File: src/rtl/instruction_fetch_unit_pkg.sv
// Shared definitions for the fetch unit, instruction memory and decode.
package instruction_fetch_unit_pkg;

    localparam int L_DEFAULT = 16;
    localparam logic [L_DEFAULT-1:0] RESET_PC_DEFAULT = 16'h0000;

    typedef enum logic {
        FETCH  = 1'b0,
        HALTED = 1'b1
    } fetch_state_t;

endpackage

File: src/rtl/instruction_fetch_unit_output_stage.sv
// One-entry valid/ready register holding a fetched instruction and its PC.
module instruction_fetch_unit_output_stage
    import instruction_fetch_unit_pkg::*;
#(
    parameter int L = L_DEFAULT
) (
    input  logic         clk,
    input  logic         reset,
    input  logic         capture,
    input  logic         flush,
    input  logic         accept,
    input  logic [L-1:0] in_instruction,
    input  logic [L-1:0] in_pc,
    output logic         out_valid,
    output logic [L-1:0] out_instruction,
    output logic [L-1:0] out_pc
);

    logic         valid_r;
    logic [L-1:0] instruction_r;
    logic [L-1:0] pc_r;

    // Flush beats capture, capture beats drain; data is kept when the entry leaves.
    always_ff @(posedge clk or posedge reset) begin
        if (reset) begin
            valid_r       <= 1'b0;
            instruction_r <= '0;
            pc_r          <= '0;
        end else if (flush) begin
            valid_r <= 1'b0;
        end else if (capture) begin
            valid_r       <= 1'b1;
            instruction_r <= in_instruction;
            pc_r          <= in_pc;
        end else if (accept) begin
            valid_r <= 1'b0;
        end else begin
            valid_r <= valid_r;
        end
    end

    assign out_valid       = valid_r;
    assign out_instruction = instruction_r;
    assign out_pc          = pc_r;

endmodule

File: src/rtl/instruction_fetch_unit.sv
// Instruction fetch: owns the PC, drives the memory address and feeds decode
// through a one-entry output stage with redirect and halt/resume support.
module instruction_fetch_unit
    import instruction_fetch_unit_pkg::*;
#(
    parameter int         L        = L_DEFAULT,
    parameter logic [L-1:0] RESET_PC = L'(RESET_PC_DEFAULT),
    parameter int         COUNT_W  = 16
) (
    input  logic               clk,
    input  logic               reset,
    output logic [L-1:0]       imem_address,
    input  logic [L-1:0]       imem_instruction,
    output logic               out_valid,
    input  logic               out_ready,
    output logic [L-1:0]       out_instruction,
    output logic [L-1:0]       out_pc,
    input  logic               redirect_valid,
    input  logic [L-1:0]       redirect_target,
    input  logic               halt,
    output logic               halted,
    output logic [COUNT_W-1:0] fetch_count
);

    localparam logic [L-1:0]       PC_ONE    = {{(L-1){1'b0}}, 1'b1};
    localparam logic [COUNT_W-1:0] COUNT_ONE = {{(COUNT_W-1){1'b0}}, 1'b1};

    fetch_state_t       state_r;
    fetch_state_t       state_next_s;
    logic [L-1:0]       pc_r;
    logic [L-1:0]       pc_next_s;
    logic [COUNT_W-1:0] fetch_count_r;
    logic               out_valid_s;
    logic               accept_s;
    logic               slot_free_s;
    logic               capture_s;
    logic               flush_s;

    assign accept_s    = out_valid_s & out_ready;
    assign slot_free_s = ~out_valid_s | accept_s;

    // State and PC registers.
    always_ff @(posedge clk or posedge reset) begin
        if (reset) begin
            state_r <= FETCH;
            pc_r    <= RESET_PC;
        end else begin
            state_r <= state_next_s;
            pc_r    <= pc_next_s;
        end
    end

    // Next-state decode; redirect outranks halt in both states.
    always_comb begin
        state_next_s = state_r;
        pc_next_s    = pc_r;
        capture_s    = 1'b0;
        flush_s      = 1'b0;
        case (state_r)
            FETCH: begin
                if (redirect_valid) begin
                    pc_next_s = redirect_target;
                    flush_s   = 1'b1;
                end else if (halt) begin
                    state_next_s = HALTED;
                end else if (slot_free_s) begin
                    capture_s = 1'b1;
                    pc_next_s = pc_r + PC_ONE;
                end else begin
                    pc_next_s = pc_r;
                end
            end
            HALTED: begin
                if (redirect_valid) begin
                    pc_next_s    = redirect_target;
                    state_next_s = FETCH;
                    flush_s      = 1'b1;
                end else begin
                    state_next_s = HALTED;
                end
            end
            default: begin
                state_next_s = FETCH;
                pc_next_s    = RESET_PC;
                flush_s      = 1'b1;
            end
        endcase
    end

    // Retired-fetch counter; a handshake counts even when a redirect flushes the slot.
    always_ff @(posedge clk or posedge reset) begin
        if (reset) begin
            fetch_count_r <= '0;
        end else if (accept_s) begin
            fetch_count_r <= fetch_count_r + COUNT_ONE;
        end else begin
            fetch_count_r <= fetch_count_r;
        end
    end

    instruction_fetch_unit_output_stage #(
        .L(L)
    ) u_output_stage (
        .clk            (clk),
        .reset          (reset),
        .capture        (capture_s),
        .flush          (flush_s),
        .accept         (accept_s),
        .in_instruction (imem_instruction),
        .in_pc          (pc_r),
        .out_valid      (out_valid_s),
        .out_instruction(out_instruction),
        .out_pc         (out_pc)
    );

    assign imem_address = pc_r;
    assign out_valid    = out_valid_s;
    assign halted       = (state_r == HALTED);
    assign fetch_count  = fetch_count_r;

endmodule

File: config.mk
export PLATFORM = sky130hd
export DESIGN_NAME = instruction_fetch_unit
export DESIGN_NICKNAME = d
export VERILOG_FILES = /design/src/rtl/instruction_fetch_unit_pkg.sv /design/src/rtl/instruction_fetch_unit_output_stage.sv /design/src/rtl/instruction_fetch_unit.sv
export SDC_FILE = /design/constraint.sdc
export NUM_CORES = 1
export LEC_CHECK = 0
export ABC_AREA = 1
export CORE_MARGIN = 8
export CORE_UTILIZATION = 50
export DETAILED_ROUTE_END_ITERATION = 12
export PLACE_DENSITY = 0.85
export SLEW_MARGIN = 0
export SYNTH_ARGS = -nofsm -noshare
export SYNTH_HDL_FRONTEND = slang
export SYNTH_SLANG_ARGS = --single-unit
export TNS_END_PERCENT = 100
File: constraint.sdc
create_clock -name clk -period 4.65 [get_ports clk]
set_input_delay 0.6975 -clock clk [delete_from_list [all_inputs] [get_ports clk]]
set_output_delay 0.6975 -clock clk [all_outputs]
set_load 0.05 [all_outputs]
==> results_tabular.tex, run 1 <==
\begin{tabular}{lr}
\hline
Metric & Value \\
\hline
\multicolumn{2}{l}{\textbf{Run status}} \\
\quad Outcome & finished clean \\
\multicolumn{2}{l}{\textbf{Logic synthesis}} \\
\quad Syn Inst Count & 372 \\
\quad Distinct cells, synth & 29 \\
\quad Seq cells post-synth & 66 \\
\quad Total nets after synthesis & around 400 \\
\quad Syn Std Cell Area & 3300 um2 \\
\quad Average cell area after synthesis & 8.86 um2 \\
\quad Share of synthesized area occupied by flip-flops and latches & 0.501 \\
\quad Synth warnings & 0 \\
\multicolumn{2}{l}{\textbf{Routing}} \\
\quad Routed via count divided by cell count & 5.13 \\
\quad Antenna viol nets, final & 0 \\
\quad Per-cell routed wire length & 15.0 um \\
\quad Aggregate routed wire length & 8370 um \\
\quad Residual DRC & 0 \\
\quad Starting DRC count in detailed routing & approximately 120 \\
\quad Via count of the routed design & roughly 2900 \\
\quad Pre-antenna DRT Iters & 5 \\
\multicolumn{2}{l}{\textbf{Floorplanning}} \\
\quad Area of the die & 9440 um2 \\
\quad Placement Rows & 29 \\
\quad Initial Util & 0.519 \\
\quad Die height & a little under 100 um \\
\quad I/O pins & 103 \\
\quad Core area & 6350 um2 \\
\quad Die W & $\sim$97 um \\
\multicolumn{2}{l}{\textbf{Power and ir drop}} \\
\quad LEAKAGE & 0.00210 uW \\
\quad Worst-case vdd ir drop & 0.337 mV \\
\quad PwrDens & a little under 500 nW/um2 \\
\multicolumn{2}{l}{\textbf{Setup path}} \\
\quad Critical Path Start Type & input port \\
\quad Capturing element type of the critical path & flip-flop \\
\quad Critical path required time & 4.87 ns \\
\quad Critical setup path kind & in -> reg \\
\quad Top fanout value on the critical path & 44 \\
\quad Arrival time at the worst endpoint & 2.86 ns \\
\multicolumn{2}{l}{\textbf{STA}} \\
\quad Final count of negative-setup-slack endpoints & 0 \\
\quad Unrepaired setup endpoints after global routing & false \\
\quad Final Skew & 0.00708 ns \\
\quad Pins Over Slew Limit & 0 \\
\quad Max transition margin & 0.523 \\
\quad Fmax & 0.379 GHz \\
\quad Total negative slack for setup checks & 0 ns \\
\quad Number of hold violations in the final report & 0 \\
\quad Min Clock Period, post-route & 2.64 ns \\
\quad Transition time at the pin with the least slew margin & 0.715 ns \\
\quad Fraction of the cycle the final worst path needs & 0.567 \\
\multicolumn{2}{l}{\textbf{Placement}} \\
\quad Gp weighted congestion & 0.895 \\
\quad Placed wire-length estimate & 6270 um \\
\quad Number of buffers added on ports & 102 \\
\quad Placed cell count & between 500 and 600 \\
\multicolumn{2}{l}{\textbf{CTS}} \\
\quad Total setup buffers inserted after CTS & 0 \\
\quad TritonCTS buffer count & 9 \\
\quad Clock latency on the worst-skew pair & 0.34 ns \\
\quad TritonCTS clock tree & done \\
\quad Number of buffers inserted by hold repair at cts & 0 \\
\quad Clock Path Buffers & 2 \\
\quad Cts repair resizes & 0 \\
\quad Clock-pin transition on the worst setup and hold timing paths & 0.07 ns \\
\quad CTS root buffer & clkbuf\_8 \\
\quad Sink count of the clock tree & between 60 and 70 \\
\quad Number of H-tree branching levels & 3 \\
\multicolumn{2}{l}{\textbf{Cells and area}} \\
\quad Final core occ & 0.716 \\
\quad Antenna diode instance count & 0 \\
\quad Most frequent standard cell in the layout excluding fill and tap cells & nand2\_1 \\
\quad Final nets & 515 \\
\quad Number of standard cells in the layout, taps in and fillers out & 558 \\
\quad Area growth from synthesis to layout & 38.0\% \\
\quad Commonest cells after routing, fill and taps aside & nand2\_1, clkdlybuf4s50\_1, dfrtp\_1 \\
\quad Proportion of layout cells with a drive suffix above 1 & 0.110 \\
\multicolumn{2}{l}{\textbf{Min path}} \\
\quad Worst hold-check path type & reg -> reg \\
\multicolumn{2}{l}{\textbf{Global routing}} \\
\quad Initial antenna violation count & 0 \\
\quad Maximum number of pins on one net before global-route repair & 45 \\
\quad Via count of the first global-routing pass & 2846 \\
\quad Global-route wire length before repair & 13800 um \\
\quad Overall Global Routing Usage & 0.176 \\
\quad Remaining Overflow, GRT & 0 \\
\multicolumn{2}{l}{\textbf{Job}} \\
\quad Count of max-cap constraint violations & 0 \\
\hline
\end{tabular}
[registers in the layout, indices dropped and copies added, names as in the netlist]
register	count
u_output_stage.out_instruction	16
u_output_stage.out_pc	16
halted	1
imem_address	16
u_output_stage.out_valid	1
fetch_count	16
[cells in the mapped netlist]
cell type    n  share of area
buf_4        2         0.0046
clkbuf_1     2         0.0023
nor2_1      38          0.043
nand4_1      8          0.015
nor2_2       6          0.011
o21ai_0     29          0.044
nor3_2       1         0.0030
dfrtp_1     66           0.50
buf_2        2         0.0030
o22ai_1      2         0.0038
xnor2_1      5          0.013
o21ai_1      3         0.0046
ha_1         2         0.0076
nand3_4      1         0.0053
a31oi_1      1         0.0019
a22oi_1      1         0.0023
inv_2        3         0.0034
inv_1       30          0.034
mux2_4      17          0.077
nand3_1     18          0.027
nand2_1    106           0.12
clkinv_1     1         0.0011
nor2_4       1         0.0034
a21oi_2      1         0.0027
a21oi_1     10          0.015
mux2_2       4          0.014
buf_6        4          0.014
xor2_1       7          0.019
nand2_2      1         0.0019
[area by class of cell]
cell class | count | area, um2
fill | 471 | 1800
sequential | 66 | 1650
multi-input combinational | 262 | 1440
timing repair buffer | 103 | 1030
clock buffer | 10 | 138
inverter | 34 | 128
tap | 77 | 96.3
clock inverter | 6 | 66.3
[final timing paths]
check                                     startpoint                           endpoint  slack (ns)  depth (start not counted)
max                                   redirect_valid  u_output_stage.out_instruction[6]        2.01                          4
max reg2reg                                   halted  u_output_stage.out_instruction[6]        2.50                          3
min                        u_output_stage.out_pc[11]          u_output_stage.out_pc[11]        0.48                          2
min reg2reg                u_output_stage.out_pc[11]          u_output_stage.out_pc[11]        0.48                          2
min in group asynchronous                      reset                     fetch_count[5]        0.79                          2
max in group asynchronous                      reset                    imem_address[5]        2.97                          3
[worst max-delay path, cell delays in order]
cell and delay [ns]:
clkdlybuf4s50_1 0.51, nor2_4 0.54, nand3_4 0.60, mux2_4 0.49
[kinds of logic (layout without fill, tap and decap cells)]
group	Yosys count	in the layout	synth area share
simple gates	180	180	0.232
compound gates	47	47	0.0744
fa+ha+maj	2	2	0.00759
flops	66	66	0.501
buf+inv	44	153	0.0623
xor+xnor	12	12	0.0319
mux	21	21	0.0911
[power breakdown]
group          internal (uW)  total, uW  switching [uW]
clock network            262        495             233
registers                687        791             104
logic                    328        934             606
[per-stage QoR]
stage,hold slack [ns],power [uW],worst slack [ns],area [um2]
final,0.482,2220,2.01,4550
after global routing,0.529,2330,1.87,4550
after CTS,0.492,2240,2.03,4550
after detailed placement,0.474,1740,1.65,4340
after global placement,0.468,1720,1.72,4340
after floorplan,0.764,1410,2.30,3300
[per-layer routing]
layer | vias up | GRT usage | routed length, um
met1 | 1333 | 0.224 | 3720
met5 | - | 0 | 0
met2 | 116 | 0.272 | 3910
met3 | 11 | 0.0548 | 644
li1 | 1403 | - | -
met4 | 0 | 0.0663 | 94
(Power assumes the default switching activity.)
==> run 2: changes to the inputs <==
--- a/config.mk
+++ b/config.mk
@@ -7,9 +7,9 @@
 export LEC_CHECK = 0
 export ABC_AREA = 1
 export CORE_MARGIN = 8
-export CORE_UTILIZATION = 50
+export CORE_UTILIZATION = 47
 export DETAILED_ROUTE_END_ITERATION = 12
-export PLACE_DENSITY = 0.85
+export PLACE_DENSITY = 0.81
 export SLEW_MARGIN = 0
 export SYNTH_ARGS = -nofsm -noshare
 export SYNTH_HDL_FRONTEND = slang
==> constraint.sdc (replaced) <==
create_clock -name clk -period 2.5 [get_ports clk]
set_input_delay 0.375 -clock clk [delete_from_list [all_inputs] [get_ports clk]]
set_output_delay 0.375 -clock clk [all_outputs]
set_load 0.05 [all_outputs]
==> run 2 against run 1 <==
- count of clock-buffer cells in the layout unchanged
- die area increased by 5.3%
- largest power group unchanged
- clock power increased by 73%
- critical path type is now reg -> out
- global-route usage decreased by 0.056 points
- worst hold slack got worse by 0.11 ns
- sequential share of layout area decreased by 0.59 points
- wire length increased by 1.7%
==> results_tabular.tex, run 2 (synthesized netlist as in run 1, its figures left out) <==
\begin{tabular}{lr}
\hline
Metric & Value \\
\hline
\multicolumn{2}{l}{\textbf{Global routing}} \\
\quad Via count of the first global-routing pass & between 3000 and 4000 \\
\quad Remaining Overflow, GRT & 0 \\
\quad Maximum number of pins on one net before global-route repair & 30 \\
\quad Met1 capacity usage during global routing & 0.211 \\
\quad Routing layer with the top usage in global route & met2 \\
\quad Global routing usage on met2 & 0.285 \\
\quad Overall Global Routing Usage & 0.175 \\
\quad Initial antenna violation count & 0 \\
\quad Global-route wire length before repair & 14300 um \\
\quad Global-route track usage on met3 & 0.0489 \\
\multicolumn{2}{l}{\textbf{Cells and area}} \\
\quad Area growth from synthesis to layout & 40.2\% \\
\quad Antenna diode instance count & 0 \\
\quad Most frequent standard cell in the layout excluding fill and tap cells & nand2\_1 \\
\quad Final nets & 521 \\
\quad Proportion of layout cells with a drive suffix above 1 & 0.119 \\
\quad Commonest cells after routing, fill and taps aside & nand2\_1, clkdlybuf4s50\_1, dfrtp\_1 \\
\quad Final core occ & 0.680 \\
\quad FILL cells & around 570 \\
\multicolumn{2}{l}{\textbf{Setup path}} \\
\quad Family with the most delay on the worst path & buffers and inverters \\
\quad Slowest library cell on the worst path & clkdlybuf4s50\_1 \\
\quad Top fanout value on the critical path & 7 \\
\quad Total stage count of the critical path & 1 \\
\quad Critical setup path kind & reg -> out \\
\quad Cell chain of the critical path & clkdlybuf4s50\_1 \\
\quad Worst path buffer plus inverter count & 1 \\
\quad Critical Path Start Type & flip-flop \\
\quad Crit-path max cell delay & between 0.8 and 0.9 ns \\
\quad Arrival time at the worst endpoint & 1.66 ns \\
\quad Critical path required time & $\sim$2.1 ns \\
\quad Cells on worst reg2reg path & 7 \\
\quad Capturing element type of the critical path & output port \\
\multicolumn{2}{l}{\textbf{CTS}} \\
\quad TritonCTS buffer count & 9 \\
\quad TritonCTS clock tree & done \\
\quad Clock-pin transition on the worst setup and hold timing paths & 0.07 ns \\
\quad Number of H-tree branching levels & 3 \\
\quad Number of buffers inserted by hold repair at cts & 0 \\
\quad Total setup buffers inserted after CTS & 0 \\
\quad Sink count of the clock tree & 66 \\
\quad Clock latency on the worst-skew pair & 0.33 ns \\
\quad Cts repair resizes & 0 \\
\quad CTS root buffer & clkbuf\_8 \\
\quad Clock Path Buffers & 2 \\
\multicolumn{2}{l}{\textbf{Power and ir drop}} \\
\quad LEAKAGE & 0.00214 uW \\
\quad PwrDens & 885 nW/um2 \\
\quad Worst-case vdd ir drop & 0.418 mV \\
\multicolumn{2}{l}{\textbf{Floorplanning}} \\
\quad Initial Util & 0.485 \\
\quad Die height & 99.7 um \\
\quad Die W & about 100 um \\
\quad Area of the die & 9950 um2 \\
\quad Placement Rows & 30 \\
\quad Core area & 6790 um2 \\
\quad I/O pins & 103 \\
\multicolumn{2}{l}{\textbf{STA}} \\
\quad Unrepaired setup endpoints after global routing & false \\
\quad Transition time at the pin with the least slew margin & 0.533 ns \\
\quad Pins Over Slew Limit & 0 \\
\quad Final Skew & roughly 0.0074 ns \\
\quad Hold slack final & 0.374 ns \\
\quad Final count of negative-setup-slack endpoints & 0 \\
\quad Total negative slack for setup checks & 0 ns \\
\quad Number of hold violations in the final report & 0 \\
\quad Max transition margin & 0.644 \\
\quad Fmax & 0.492 GHz \\
\quad Fraction of the cycle the final worst path needs & 0.814 \\
\quad Min Clock Period, post-route & 2.03 ns \\
\multicolumn{2}{l}{\textbf{Placement}} \\
\quad Number of buffers added on ports & 102 \\
\quad Placed wire-length estimate & 6440 um \\
\quad Gp weighted congestion & 0.935 \\
\multicolumn{2}{l}{\textbf{Routing}} \\
\quad Routed via count divided by cell count & 5.01 \\
\quad Antenna viol nets, final & 0 \\
\quad Pre-antenna DRT Iters & 5 \\
\quad Via count of the routed design & 2923 \\
\quad Starting DRC count in detailed routing & 102 \\
\quad Residual DRC & 0 \\
\quad Aggregate routed wire length & between 8000 and 9000 um \\
\quad Per-cell routed wire length & approximately 15 um \\
\multicolumn{2}{l}{\textbf{Min path}} \\
\quad Worst hold-check path type & in -> async \\
\multicolumn{2}{l}{\textbf{Run status}} \\
\quad Outcome & finished clean \\
\multicolumn{2}{l}{\textbf{Job}} \\
\quad Count of max-cap constraint violations & 0 \\
\hline
\end{tabular}
## run 2: path summary, 6_finish.rpt
check	startpoint	to	slack (ns)
max in group asynchronous	reset	u_output_stage.out_instruction[1]	1.49
setup / recovery	imem_address[8]	imem_address[8]	0.47
hold / removal	reset	fetch_count[8]	0.37
setup reg to reg	halted	imem_address[6]	0.85
min in group clk	u_output_stage.out_pc[0]	u_output_stage.out_pc[0]	0.49
hold reg to reg	u_output_stage.out_pc[0]	u_output_stage.out_pc[0]	0.49
## run 2: through the flow
| stage | instances | worst slack, ns | total power [uW] | instance area (um2) |
|---|---|---|---|---|
| finish | 583 | 0.466 | 4090 | 4620 |
| global route | 583 | 0.388 | 4270 | 4620 |
| CTS | 583 | 0.447 | 4110 | 4620 |
| detailed placement | 567 | 0.361 | 3260 | 4440 |
| global placement | 567 | 0.390 | 3220 | 4440 |
| floorplan | 372 | 0.470 | 2620 | 3300 |
## run 2: cell type report
type / count / area, um2 / area share
flip-flops and latches: 66 / 1650 / 0.357
multi-input cells: 262 / 1440 / 0.311
repair buffers: 109 / 1100 / 0.238
clock buffers: 10 / 128 / 0.0276
inverters: 34 / 128 / 0.0276
well taps: 96 / 120 / 0.0260
clock inverters: 6 / 57.6 / 0.0125
## run 2: power breakdown
part	switching, uW	internal [uW]
registers	199	1280
logic	1130	623
clock network	401	454
## run 2: layer usage
layer / wire, um / up-vias / part of all wire
met5: 0 / - / 0
met4: 178 / 0 / 0.021
met3: 795 / 17 / 0.093
met2: 3880 / 139 / 0.46
met1: 3660 / 1341 / 0.43
li1: - / 1426 / -
==> run 3: changes to the inputs <==
==> constraint.sdc (replaced) <==
create_clock -name clk -period 2.1 [get_ports clk]
set_input_delay 0.315 -clock clk [delete_from_list [all_inputs] [get_ports clk]]
set_output_delay 0.315 -clock clk [all_outputs]
set_load 0.05 [all_outputs]
==> run 3 against run 2 <==
- combinational power up 18%
- worst hold slack worse by 0.076 ns
- first-iteration DRC count up 0.98%
- die area is the same
- worst setup slack lost 0.34 ns
- global-route usage shrank 1.2 points
- cell count down 0.17%
- clock power grew 19%
- critical path depth unchanged
==> results_tabular.tex, run 3 (synthesized netlist as in run 1, its figures left out) <==
\begin{tabular}{lr}
\hline
Metric & Value \\
\hline
\multicolumn{2}{l}{\textbf{Routing}} \\
\quad Amount of wire on met3 after detailed routing & 705 um \\
\quad Topmost layer with routed signal wires & met4 \\
\quad Per-cell routed wire length & between 10 and 15 um \\
\quad Antenna viol nets, final & 0 \\
\quad Pre-antenna DRT Iters & 4 \\
\quad Routed via count divided by cell count & 4.91 \\
\quad Met1 layer wirelength in the final routing & approximately 3700 um \\
\quad Starting DRC count in detailed routing & 103 \\
\quad Aggregate routed wire length & 8200 um \\
\quad Sum of met2 wire segment lengths after detailed routing & 3690 um \\
\quad Residual DRC & 0 \\
\quad Via count of the routed design & around 2900 \\
\multicolumn{2}{l}{\textbf{Floorplanning}} \\
\quad Initial Util & 0.485 \\
\quad Die W & between 90 and 100 um \\
\quad Area of the die & 9950 um2 \\
\quad Placement Rows & 30 \\
\quad Die height & 99.7 um \\
\quad I/O pins & 103 \\
\quad Core area & 6790 um2 \\
\multicolumn{2}{l}{\textbf{Run status}} \\
\quad Outcome & finished clean \\
\multicolumn{2}{l}{\textbf{STA}} \\
\quad Transition time at the pin with the least slew margin & around 0.55 ns \\
\quad Fmax & 0.506 GHz \\
\quad Number of hold violations in the final report & 0 \\
\quad Unrepaired setup endpoints after global routing & false \\
\quad Total negative slack for setup checks & 0 ns \\
\quad Max transition margin & 0.630 \\
\quad Worst Setup Slack, final & 0.124 ns \\
\quad Fraction of the cycle the final worst path needs & 0.941 \\
\quad Final Skew & 0.00856 ns \\
\quad Min Clock Period, post-route & 1.98 ns \\
\quad Pins Over Slew Limit & 0 \\
\quad Final count of negative-setup-slack endpoints & 0 \\
\multicolumn{2}{l}{\textbf{CTS}} \\
\quad Clock Path Buffers & 2 \\
\quad Clock latency on the worst-skew pair & 0.33 ns \\
\quad TritonCTS buffer count & 9 \\
\quad Number of buffers inserted by hold repair at cts & 0 \\
\quad Cts repair resizes & 0 \\
\quad Total setup buffers inserted after CTS & 0 \\
\quad Sink count of the clock tree & 66 \\
\quad Number of H-tree branching levels & 3 \\
\quad CTS root buffer & clkbuf\_8 \\
\quad Clock-pin transition on the worst setup and hold timing paths & around 0.07 ns \\
\quad TritonCTS clock tree & done \\
\multicolumn{2}{l}{\textbf{Placement}} \\
\quad Number of buffers added on ports & 102 \\
\quad Gp weighted congestion & 0.886 \\
\quad Minimum setup slack after placement & 0.240 ns \\
\quad Placed wire-length estimate & 6190 um \\
\multicolumn{2}{l}{\textbf{Setup path}} \\
\quad Worst path buffer plus inverter count & 1 \\
\quad Family with the most delay on the worst path & buffers and inverters \\
\quad Capturing element type of the critical path & output port \\
\quad Slowest library cell on the worst path & clkdlybuf4s50\_1 \\
\quad Critical path required time & 1.78 ns \\
\quad Crit-path max cell delay & between 0.8 and 0.9 ns \\
\quad Critical Path Start Type & flip-flop \\
\quad Cell chain of the critical path & clkdlybuf4s50\_1 \\
\quad Top fanout value on the critical path & 6 \\
\quad Arrival time at the worst endpoint & between 1.5 and 2 ns \\
\quad Internal reg-to-reg setup slack & 0.51 ns \\
\quad Critical setup path kind & reg -> out \\
\multicolumn{2}{l}{\textbf{Global routing}} \\
\quad Initial antenna violation count & 0 \\
\quad Global-route wire length before repair & 13100 um \\
\quad Remaining Overflow, GRT & 0 \\
\quad Via count of the first global-routing pass & about 2700 \\
\quad Overall Global Routing Usage & 0.164 \\
\quad Maximum number of pins on one net before global-route repair & 35 \\
\multicolumn{2}{l}{\textbf{Cells and area}} \\
\quad Most frequent standard cell in the layout excluding fill and tap cells & nand2\_1 \\
\quad Final nets & between 500 and 600 \\
\quad Area growth from synthesis to layout & 40.2\% \\
\quad Sequential standard cell area & 1650 um2 \\
\quad Area of combinational cells with multiple inputs & $\sim$1400 um2 \\
\quad Antenna diode instance count & 0 \\
\quad Proportion of layout cells with a drive suffix above 1 & 0.115 \\
\quad Commonest cells after routing, fill and taps aside & nand2\_1, clkdlybuf4s50\_1, dfrtp\_1 \\
\quad FILL cells & 555 \\
\multicolumn{2}{l}{\textbf{Power and ir drop}} \\
\quad PwrDens & 1050 nW/um2 \\
\quad LEAKAGE & about 0.0021 uW \\
\quad Clock network power share & 0.210 \\
\quad Worst-case vdd ir drop & 0.460 mV \\
\quad Logic pwr share & 0.428 \\
\quad Part of the power in registers & 0.361 \\
\quad Switching Share & 0.417 \\
\quad Int Pwr & 2830 uW \\
\quad Switching Power & 2030 uW \\
\multicolumn{2}{l}{\textbf{Job}} \\
\quad Count of max-cap constraint violations & 0 \\
\multicolumn{2}{l}{\textbf{Min path}} \\
\quad Worst hold-check path type & in -> async \\
\hline
\end{tabular}
-- run 3: layout make-up --
type | count | area share
clock inverters | 3 | 0.00866
multi-input cells | 262 | 0.311
flip-flops and latches | 66 | 0.357
repair buffers | 109 | 0.238
well taps | 96 | 0.0260
inverters | 34 | 0.0276
clock buffers | 12 | 0.0314
-- run 3: path summary, 6_finish.rpt --
check | from | depth (start not counted) | to
setup / recovery | imem_address[9] | 1 | imem_address[9]
hold / removal | reset | 2 | u_output_stage.out_instruction[6]
setup reg to reg | imem_address[1] | 8 | imem_address[14]
hold reg to reg | u_output_stage.out_pc[11] | 2 | u_output_stage.out_pc[11]
max in group asynchronous | reset | 3 | fetch_count[4]
min in group clk | u_output_stage.out_pc[11] | 2 | u_output_stage.out_pc[11]
-- run 3: per-layer routing --
metal	vias to the layer above	global-route usage
met5	-	0
met4	0	0.0384
met3	7	0.0615
met2	120	0.261
met1	1316	0.204
li1	1417	-
-- run 3: power by group through the flow --
stage               Clock (uW)  Combinational, uW  Sequential (uW)
global placement             0               2070             1770
detailed placement           0               2090             1780
CTS                       1050               2100             1750
floorplan                    0                497             2620
finish                    1020               2080             1760
global route              1100               2190             1790
-- run 3: metrics by stage --
step                      instance area, um2  instances  power (uW)  hold slack (ns)  utilization
after floorplan                         3300        372        3120            0.381            -
after global placement                  4440        567        3840            0.469        0.653
after detailed placement                4440        567        3870            0.478        0.653
after CTS                               4620        582        4900            0.296        0.680
after global routing                    4620        582        5080            0.323        0.680
final                                   4620        582        4860            0.298        0.680
